===== src/rtl/timer_decoder.sv =====
// timer_decoder: MM:SS cook timer fed by the keypad encoder.
// BCD digits strobed by loadn shift into a four-digit entry register.
// pgt_1hz ticks count the entry down while a start/pause/stop FSM is in COUNT.
// All four digits are decoded to seven-segment patterns.
// state_dbg exposes the FSM state for observation.
//
// Handshake: loadn is a data-valid strobe with no ready/backpressure.
// One digit is accepted on the clock edge where loadn is first seen low,
// and BCD_IN is sampled on that same edge.
// Holding loadn low does not load again; loadn must return high before the next digit.
module timer_decoder #(
  parameter bit         SEG_ACTIVE_LOW = 1'b0,
  parameter logic [3:0] SEC_TENS_WRAP  = 4'd5
) (
  input  logic        clk,
  input  logic        clearn,
  input  logic [3:0]  BCD_IN,
  input  logic        loadn,
  input  logic        pgt_1hz,
  input  logic        startn,
  input  logic        stopn,
  input  logic        door_closed,
  output logic [3:0]  min_tens,
  output logic [3:0]  min_ones,
  output logic [3:0]  sec_tens,
  output logic [3:0]  sec_ones,
  output logic [27:0] seg,
  output logic        mag_on,
  output logic        done,
  output logic [1:0]  state_dbg
);

  typedef enum logic [1:0] {
    ST_IDLE  = 2'd0,
    ST_COUNT = 2'd1,
    ST_PAUSE = 2'd2,
    ST_DONE  = 2'd3
  } state_t;

  state_t      state_q, state_d;
  logic [15:0] cnt_q, cnt_d;        // {min_tens, min_ones, sec_tens, sec_ones}
  logic        loadn_q, loadn_d;
  logic        tick_q, tick_d;
  logic        mag_on_q, mag_on_d;
  logic        done_q, done_d;

  logic        load_ev;
  logic        tick_ev;
  logic        load_ok;
  logic [15:0] shift_val;
  logic [15:0] dec_val;
  logic        cnt_zero;
  logic        dec_zero;

  // Decrement datapath digits and the borrow chain between them.
  logic [3:0]  dec_so, dec_st, dec_mo, dec_mt;
  logic        b_so, b_st, b_mo;

  // Edge detectors: the _q copies of loadn and pgt_1hz are sampled every clock.
  always_comb begin
    loadn_d = loadn;
    tick_d  = pgt_1hz;
    load_ev = loadn_q & ~loadn;
    tick_ev = ~tick_q & pgt_1hz;
  end

  // Shift-in value for a digit load; digits above 9 are rejected here.
  always_comb begin
    shift_val = {cnt_q[11:0], BCD_IN};
    load_ok   = load_ev && (BCD_IN <= 4'd9);
    cnt_zero  = (cnt_q == 16'h0000);
  end

  // One-second BCD decrement with borrow.
  // sec_tens wraps to SEC_TENS_WRAP, so seconds roll from 00 to 59.
  always_comb begin
    dec_so = cnt_q[3:0];
    dec_st = cnt_q[7:4];
    dec_mo = cnt_q[11:8];
    dec_mt = cnt_q[15:12];
    b_so   = 1'b0;
    b_st   = 1'b0;
    b_mo   = 1'b0;
    if (cnt_q[3:0] == 4'd0) begin
      dec_so = 4'd9;
      b_so   = 1'b1;
    end else begin
      dec_so = cnt_q[3:0] - 4'd1;
    end
    if (b_so) begin
      if (cnt_q[7:4] == 4'd0) begin
        dec_st = SEC_TENS_WRAP;
        b_st   = 1'b1;
      end else begin
        dec_st = cnt_q[7:4] - 4'd1;
      end
    end
    if (b_st) begin
      if (cnt_q[11:8] == 4'd0) begin
        dec_mo = 4'd9;
        b_mo   = 1'b1;
      end else begin
        dec_mo = cnt_q[11:8] - 4'd1;
      end
    end
    if (b_mo) begin
      dec_mt = cnt_q[15:12] - 4'd1;
    end
    dec_val  = {dec_mt, dec_mo, dec_st, dec_so};
    dec_zero = (dec_val == 16'h0000);
  end

  // FSM next state and digit-register update.
  // Within each state, stop has the highest priority.
  always_comb begin
    state_d = state_q;
    cnt_d   = cnt_q;
    case (state_q)
      ST_IDLE: begin
        if (!stopn) begin
          cnt_d = 16'h0000;
        end else if (!startn && door_closed && !cnt_zero) begin
          state_d = ST_COUNT;
        end else if (load_ok) begin
          cnt_d = shift_val;
        end
      end
      ST_COUNT: begin
        if (!stopn || !door_closed) begin
          state_d = ST_PAUSE;
        end else if (tick_ev && !cnt_zero) begin
          cnt_d = dec_val;
          if (dec_zero) begin
            state_d = ST_DONE;
          end
        end
      end
      ST_PAUSE: begin
        if (!stopn) begin
          state_d = ST_IDLE;
          cnt_d   = 16'h0000;
        end else if (!startn && door_closed) begin
          state_d = ST_COUNT;
        end
      end
      ST_DONE: begin
        if (!stopn) begin
          state_d = ST_IDLE;
          cnt_d   = 16'h0000;
        end else if (load_ok) begin
          state_d = ST_IDLE;
          cnt_d   = shift_val;
        end
      end
      default: begin
        state_d = ST_IDLE;
        cnt_d   = 16'h0000;
      end
    endcase
    mag_on_d = (state_d == ST_COUNT);
    done_d   = (state_d == ST_DONE);
  end

  // State, digit, edge-detect and status registers.
  // Clearing asynchronously drops mag_on at once.
  always_ff @(posedge clk or negedge clearn) begin
    if (!clearn) begin
      state_q  <= ST_IDLE;
      cnt_q    <= 16'h0000;
      loadn_q  <= 1'b1;
      tick_q   <= 1'b1;
      mag_on_q <= 1'b0;
      done_q   <= 1'b0;
    end else begin
      state_q  <= state_d;
      cnt_q    <= cnt_d;
      loadn_q  <= loadn_d;
      tick_q   <= tick_d;
      mag_on_q <= mag_on_d;
      done_q   <= done_d;
    end
  end

  // Seven-segment decode, gfedcba order; codes above 9 are blanked.
  function automatic logic [6:0] seg7(input logic [3:0] d);
    logic [6:0] p;
    case (d)
      4'd0:    p = 7'h3F;
      4'd1:    p = 7'h06;
      4'd2:    p = 7'h5B;
      4'd3:    p = 7'h4F;
      4'd4:    p = 7'h66;
      4'd5:    p = 7'h6D;
      4'd6:    p = 7'h7D;
      4'd7:    p = 7'h07;
      4'd8:    p = 7'h7F;
      4'd9:    p = 7'h6F;
      default: p = 7'h00;
    endcase
    return p;
  endfunction

  // Drive the outputs from the registers; seg polarity is set by SEG_ACTIVE_LOW.
  always_comb begin
    min_tens  = cnt_q[15:12];
    min_ones  = cnt_q[11:8];
    sec_tens  = cnt_q[7:4];
    sec_ones  = cnt_q[3:0];
    seg       = {seg7(cnt_q[15:12]), seg7(cnt_q[11:8]),
                 seg7(cnt_q[7:4]), seg7(cnt_q[3:0])} ^ {28{SEG_ACTIVE_LOW}};
    mag_on    = mag_on_q;
    done      = done_q;
    state_dbg = state_q;
  end

endmodule


===== config.mk =====
export PLATFORM = sky130hd
export DESIGN_NAME = timer_decoder
export DESIGN_NICKNAME = d
export VERILOG_FILES = /design/src/rtl/timer_decoder.sv
export SDC_FILE = /design/constraint.sdc
export NUM_CORES = 1
export LEC_CHECK = 0
export BUFFER_PORTS_ARGS = -buffer_cell sky130_fd_sc_hd__buf_4
export CAP_MARGIN = 15
export CORE_MARGIN = 1
export CORE_UTILIZATION = 55
export DETAILED_ROUTE_END_ITERATION = 12
export PLACE_DENSITY_LB_ADDON = 0.2
export SYNTH_ARGS = -nofsm -noshare
export SYNTH_HDL_FRONTEND = slang
export SYNTH_SLANG_ARGS = --single-unit

===== constraint.sdc =====
create_clock -name clk -period 6.85 [get_ports clk]
set_input_delay 0.685 -clock clk [delete_from_list [all_inputs] [get_ports clk]]
set_output_delay 0.685 -clock clk [all_outputs]
set_load 0.05 [all_outputs]

==> results of run 1 <==
-- path summary, 6_finish.rpt --
path | endpoint | startpoint | cells after the start
worst max-delay path | cnt_q[13] | cnt_q[4] | 8
worst min-delay path | done | clearn | 1
min in group clk | loadn_q | loadn | 1
worst min register to register | cnt_q[12] | cnt_q[12] | 1
max in group asynchronous | loadn_q | clearn | 1
worst max register to register | cnt_q[13] | cnt_q[4] | 8
-- through the flow --
stage | utilization | setup slack (ns) | hold slack (ns) | instances | cell area, sq um
floorplan | - | 3.56 | 0.389 | 294 | 2320
global placement | 0.681 | 3.57 | 0.588 | 386 | 2750
detailed placement | 0.681 | 3.45 | 0.594 | 386 | 2750
CTS | 0.699 | 3.43 | 0.298 | 390 | 2820
global route | 0.699 | 2.96 | 0.306 | 390 | 2820
finish | 0.699 | 3.36 | 0.299 | 390 | 2820
-- cells in the final DEF, fill, tap and decap left out, types with 4 or more instances in the layout --
cell type  instances
buf_4             59
dfrtp_1           20
o22ai_1           10
nor2_1            12
o21ai_0           34
a211oi_1          11
ha_1              30
a21o_1             4
a32oi_1            4
nand2_1           28
nand2b_1           5
inv_1             21
nor3_1             8
a21oi_1           25
xnor2_1            5
-- layout make-up --
| class | count | area [sq um] |
|---|---|---|
| Multi-Input combinational cell | 233 | 1600 |
| Fill cell | 330 | 1210 |
| Sequential cell | 22 | 553 |
| Timing Repair Buffer | 59 | 443 |
| Inverter | 22 | 82.6 |
| Tap cell | 50 | 62.6 |
| Clock buffer | 3 | 41.3 |
| Clock inverter | 1 | 30.0 |
-- cells in the mapped netlist (all sizes together), types with 3 or more instances --
| cell | count | area share |
|---|---|---|
| nor3b | 4 | 0.015 |
| a21oi | 25 | 0.054 |
| dfrtp | 20 | 0.22 |
| nor2b | 3 | 0.0081 |
| o22ai | 10 | 0.027 |
| nand2 | 28 | 0.045 |
| nor4 | 3 | 0.0081 |
| inv | 21 | 0.034 |
| or3b | 3 | 0.011 |
| ha | 30 | 0.16 |
| xnor2 | 5 | 0.019 |
| nand3 | 3 | 0.0065 |
| nor3 | 8 | 0.017 |
| o2bb2ai | 3 | 0.011 |
| o211ai | 3 | 0.0097 |
| mux2i | 3 | 0.013 |
| clkbuf | 12 | 0.019 |
| nor2 | 12 | 0.019 |
| a21o | 4 | 0.013 |
| o21bai | 3 | 0.0097 |
| nand2b | 5 | 0.013 |
| a21boi | 3 | 0.0097 |
| buf | 5 | 0.015 |
| a32oi | 4 | 0.015 |
| a31oi | 3 | 0.0081 |
| o21ai | 34 | 0.073 |
| a211oi | 11 | 0.036 |
-- per-layer routing --
layer	track usage	wire length [um]	vias to the layer above
met1	0.374	2700	1142
met4	0.0665	96	0
met3	0.0360	293	18
li1	-	-	1172
met5	0	0	-
met2	0.485	2920	103
-- logic make-up (layout without fill, tap and decap cells) --
logic type	after synthesis	in the layout	share of synthesized area
AO/OA/AOI/OAI	114	114	0.314
XOR/XNOR	5	5	0.0189
adder cells (fa/ha/maj)	30	30	0.162
buffers and inverters	39	85	0.0701
flip-flops	22	22	0.238
multiplexers	3	3	0.0129
AND/OR/NAND/NOR	81	81	0.183
-- registers in the layout, summed over array words and instances, names as in the netlist --
| register | flops |
|---|---|
| tick_q | 1 |
| done | 1 |
| mag_on | 1 |
| state_dbg | 2 |
| cnt_q | 16 |
| loadn_q | 1 |
-- critical path, delay by kind of cell, from the launching register on --
family	cells	cell delay, ns
AOI/OAI and AO/OA	5	1.78
and+or+nand+nor	1	0.58
DFF	1	0.53
adders and majority gates	1	0.30
buffers and inverters	1	0.21
==> out/results.tsv, run 1 <==
stage	metric	value	unit
global_routing	vias in the first global route	2166	
hold_path	Hold/Removal Path Class	primary input to asynchronous set/reset pin	
timing	Rel. slew slack	0.310	
worst_setup_path	nature of the critical path endpoint	register	
placement	GP Congestion	0.900	
floorplan	Die X-Extent	66.9	um
placement	post-DP HPWL	4.35	mm
floorplan	die area	4480	sq um
timing	Worst-Margin Slew	1.04	ns
final_layout	share of cells above drive strength 1	0.215	
clock_tree	clock root buffer	clkbuf_8	
final_layout	Nets	382	
floorplan	Chip Height	66.9	um
logic_synthesis	synthesis warning total	0	
logic_synthesis	sequential cell area fraction in the yosys report	0.238	
timing	fmax	286	MHz
floorplan	CORE AREA	4030	sq um
clock_tree	clock latency on the worst-skew pair	0.26	ns
detailed_routing	final WL	6.01	mm
worst_setup_path	WS Path Type	register to register	
placement	IO Port Bufs	58	
worst_setup_path	flop2flop setup slack	3.36	ns
clock_tree	CTS Buf Count	3	
floorplan	initial core utilization	0.576	
final_layout	diode count	0	
timing	RSZ-0062 raised after global routing	no	
timing	Final Skew	0.00425	ns
timing	fin crit period	3.49	ns
timing	count of final setup violators	0	
timing	period utilisation layout	0.510	
detailed_routing	DRC violations left	0	
clock_tree	H-tree depth	1	
floorplan	row count	23	
global_routing	total track usage	0.283	
detailed_routing	WL/cell	15.4	um
global_routing	global-route wire length before repair	9.88	mm
status	status	finished, final reports clean	
floorplan	io pins	59	
logic_synthesis	post-synthesis average cell area	7.89	sq um
logic_synthesis	number of synthesized register bits	22	
clock_tree	Clock transition at path regs	0.09	ns
detailed_routing	initial drt markers	173	
global_routing	total congestion overflow	0	
logic_synthesis	synthesized net count	335	
global_routing	largest net degree at the start of global routing	31	
logic_synthesis	Cell Area, Synth	2320	sq um
worst_setup_path	delay of the slowest critical-path stage	0.83	ns
job	max cap viols	0	
clock_tree	Clock Tree Buf Depth	2	
clock_tree	Post-CTS Setup Inserts	0	
worst_setup_path	slowest CP cell	a311o_1	
timing	final hold viol count	0	
detailed_routing	Pre-antenna DRT Iters	4	
detailed_routing	Routed Antenna Nets	0	
worst_setup_path	Worst setup SP type	register	
clock_tree	PostCTS Resize Cnt	0	
logic_synthesis	Post-synth ARST share	1.00	
worst_setup_path	Worst EP required	7.03	ns
logic_synthesis	Post-Syn Instances	294	
logic_synthesis	Post-synth top flop	dfrtp_1	
timing	Final Max Tran Viols	0	
global_routing	antenna violations before repair	0	
logic_synthesis	EDFF count, synth	0	
worst_setup_path	CP Max Fanout	30	
detailed_routing	via count	2435	
detailed_routing	Via density	6.24	
final_layout	Area Growth Syn to Fin	21.4	%
clock_tree	Hold Buf Count CTS	0	
clock_tree	CTS tree	yes	
timing	Final TNS setup	0	ns
worst_setup_path	CP arrival	3.67	ns
logic_synthesis	library cells used by synthesis	54	
clock_tree	CTS Sinks	22	
worst_setup_path	Critical Path, Cell by Cell	inv_1 -> ha_1 -> nor3b_1 -> a41oi_1 -> a21boi_0 -> a311o_1 -> o21bai_1 -> o2bb2ai_1	
Power of run 1 is not shown: default switching activity piles up to over one toggle a cycle in this logic, so the estimate is an artifact.
==> inputs of run 2 (changes only) <==
--- a/config.mk
+++ b/config.mk
@@ -8,7 +8,7 @@
 export BUFFER_PORTS_ARGS = -buffer_cell sky130_fd_sc_hd__buf_4
 export CAP_MARGIN = 15
 export CORE_MARGIN = 1
-export CORE_UTILIZATION = 55
+export CORE_UTILIZATION = 49
 export DETAILED_ROUTE_END_ITERATION = 12
 export PLACE_DENSITY_LB_ADDON = 0.2
 export SYNTH_ARGS = -nofsm -noshare
==> constraint.sdc (replaced) <==
create_clock -name clk -period 2.85 [get_ports clk]
set_input_delay 0.285 -clock clk [delete_from_list [all_inputs] [get_ports clk]]
set_output_delay 0.285 -clock clk [all_outputs]
set_load 0.05 [all_outputs]
==> run 2 against run 1 <==
The run now ends with design-rule violations left. Via count up 2.8%. Cell count rose by 7.2%. Fmax grew 27%. Worst setup slack got worse by 3.3 ns. Global-route usage is 2.3 points lower. Routed wire length increased by 5.8%. Sequential share of layout area decreased by 1.4 points. Non-clock buffer count is 26 higher. Critical path type unchanged.
==> out/results.tsv, run 2 (same netlist as run 1, synthesis figures left out) <==
stage	metric	value	unit
timing	Final Max Tran Viols	0	
final_layout	commonest non-fill, non-tap cell in the layout	buf_4	
worst_setup_path	nature of the critical path endpoint	register	
final_layout	register bank with the most flops	cnt_q	
timing	final hold viol count	0	
timing	fin crit period	2.76	ns
clock_tree	CTS tree	yes	
timing	Rel. slew slack	0.688	
final_layout	diode count	0	
floorplan	die area	5010	sq um
floorplan	Chip Height	70.8	um
timing	period utilisation layout	0.967	
clock_tree	Clock Tree Buf Depth	2	
final_layout	share of cells above drive strength 1	0.298	
status	status	finished, violations left	
floorplan	CORE AREA	4440	sq um
hold_path	Hold/Removal Path Class	primary input to register	
job	max cap viols	0	
worst_setup_path	CP arrival	2.93	ns
global_routing	total track usage	0.260	
clock_tree	Clock transition at path regs	0.08	ns
global_routing	global-route wire length before repair	10.6	mm
timing	fmax	363	MHz
floorplan	Die X-Extent	70.8	um
final_layout	commonest non-fill, non-tap cells in the layout	buf_4 (83), o21ai_0 (34), ha_1 (29)	
worst_setup_path	WS Path Type	register to register	
final_layout	Nets	408	
floorplan	row count	24	
timing	count of final setup violators	0	
clock_tree	CTS Sinks	22	
worst_setup_path	CP Max Fanout	7	
placement	post-DP HPWL	4.81	mm
timing	post-route worst setup slack	0.0949	ns
global_routing	antenna violations before repair	0	
final_layout	max reg flops	16	
worst_setup_path	Critical Path, Cell by Cell	inv_4 -> ha_4 -> or3b_4 -> o41ai_4 -> o211ai_1 -> or4b_1 -> or3_4 -> a211oi_2	
detailed_routing	Routed Antenna Nets	0	
placement	IO Port Bufs	58	
detailed_routing	final WL	6.36	mm
status	failing checks	design-rule violations	
detailed_routing	DRC violations left	12	
worst_setup_path	Worst setup SP type	register	
placement	GP Congestion	0.857	
global_routing	GR peak layer	met2	
worst_setup_path	Worst EP required	3.03	ns
worst_setup_path	delay of the slowest critical-path stage	0.48	ns
final_layout	Area Growth Syn to Fin	31.6	%
global_routing	met1 Track Usage GR	0.353	
clock_tree	clock root buffer	clkbuf_8	
global_routing	met2 usage	0.441	
global_routing	largest net degree at the start of global routing	31	
floorplan	io pins	59	
clock_tree	CTS Buf Count	3	
global_routing	total congestion overflow	0	
detailed_routing	via count	2503	
timing	Final Skew	0.00130	ns
timing	WHS	0.133	ns
worst_setup_path	slowest CP cell	or4b_1	
clock_tree	H-tree depth	1	
detailed_routing	Via density	5.99	
detailed_routing	initial drt markers	129	
clock_tree	clock latency on the worst-skew pair	0.26	ns
global_routing	met3 Use GR	0.0214	
timing	Worst-Margin Slew	0.467	ns
detailed_routing	WL/cell	15.2	um
global_routing	vias in the first global route	2287	
final_layout	Filler Cells Inserted	382	
placement	Post-Place Setup Slack	0.00116	ns
detailed_routing	Pre-antenna DRT Iters	9	
floorplan	initial core utilization	0.522	
## run 2: cell types whose count changed in the layout (fill, tap and decap cells not counted), moves of 2 or more
cell      previous run  this run
a211oi_1            11         9
inv_1               21        19
dfrtp_2              0         4
a211oi_2             0         2
dfrtp_1             20        16
buf_4               59        83
## run 2: final timing paths
path	end	slack [ns]	cells past startpoint	from
min in group asynchronous	cnt_q[13]	0.45	2	clearn
hold / removal	tick_q	0.13	1	pgt_1hz
max in group asynchronous	tick_q	2.12	2	clearn
hold reg to reg	cnt_q[9]	0.60	2	cnt_q[9]
setup / recovery	done	0.09	8	cnt_q[0]
setup reg to reg	done	0.09	8	cnt_q[0]
## run 2: repair_timing
action                                 CTS  global route
gates resized for setup                  1             5
setup endpoints to repair                1             2
pin swaps                                0             5
cloned                                   0             0
endpoints found under the hold margin   20             0
buffers inserted                         0             0
hold buffers                             1             0
## run 2: critical path: cells and delay by family (launching register included)
kind,cells,cell delay (ns)
buffers and inverters,1,0.09
AND/OR/NAND/NOR,3,1.28
AO/OA/AOI/OAI,3,0.71
flip-flops,1,0.43
adder cells (fa/ha/maj),1,0.17
## run 2: layer usage
layer | wire length (um) | part of all wire | vias to the layer above
li1 | - | - | 1222
met1 | 2770 | 0.44 | 1178
met2 | 3050 | 0.48 | 94
met3 | 426 | 0.067 | 9
met4 | 104 | 0.016 | 0
met5 | 0 | 0 | -
## run 2: stage by stage
step / TNS, ns / cell area [sq um] / utilization / cells
final: 0 / 3050 / 0.687 / 418
after global routing: -0.00193 / 3050 / 0.687 / 418
after detailed placement: 0 / 2970 / 0.668 / 413
after CTS: 0 / 3030 / 0.681 / 418
after floorplan: -0.0343 / 2340 / - / 294
after global placement: 0 / 2970 / 0.668 / 413
## run 2: final cells by class
class	instances	area [sq um]	share of cell area
clock buffer	4	45.0	0.0148
inverter	22	85.1	0.0279
multi-input combinational	233	1650	0.539
sequential	22	558	0.183
tap	52	65.1	0.0213
timing repair buffer	85	653	0.214
Power of run 2 is left out for the same reason.
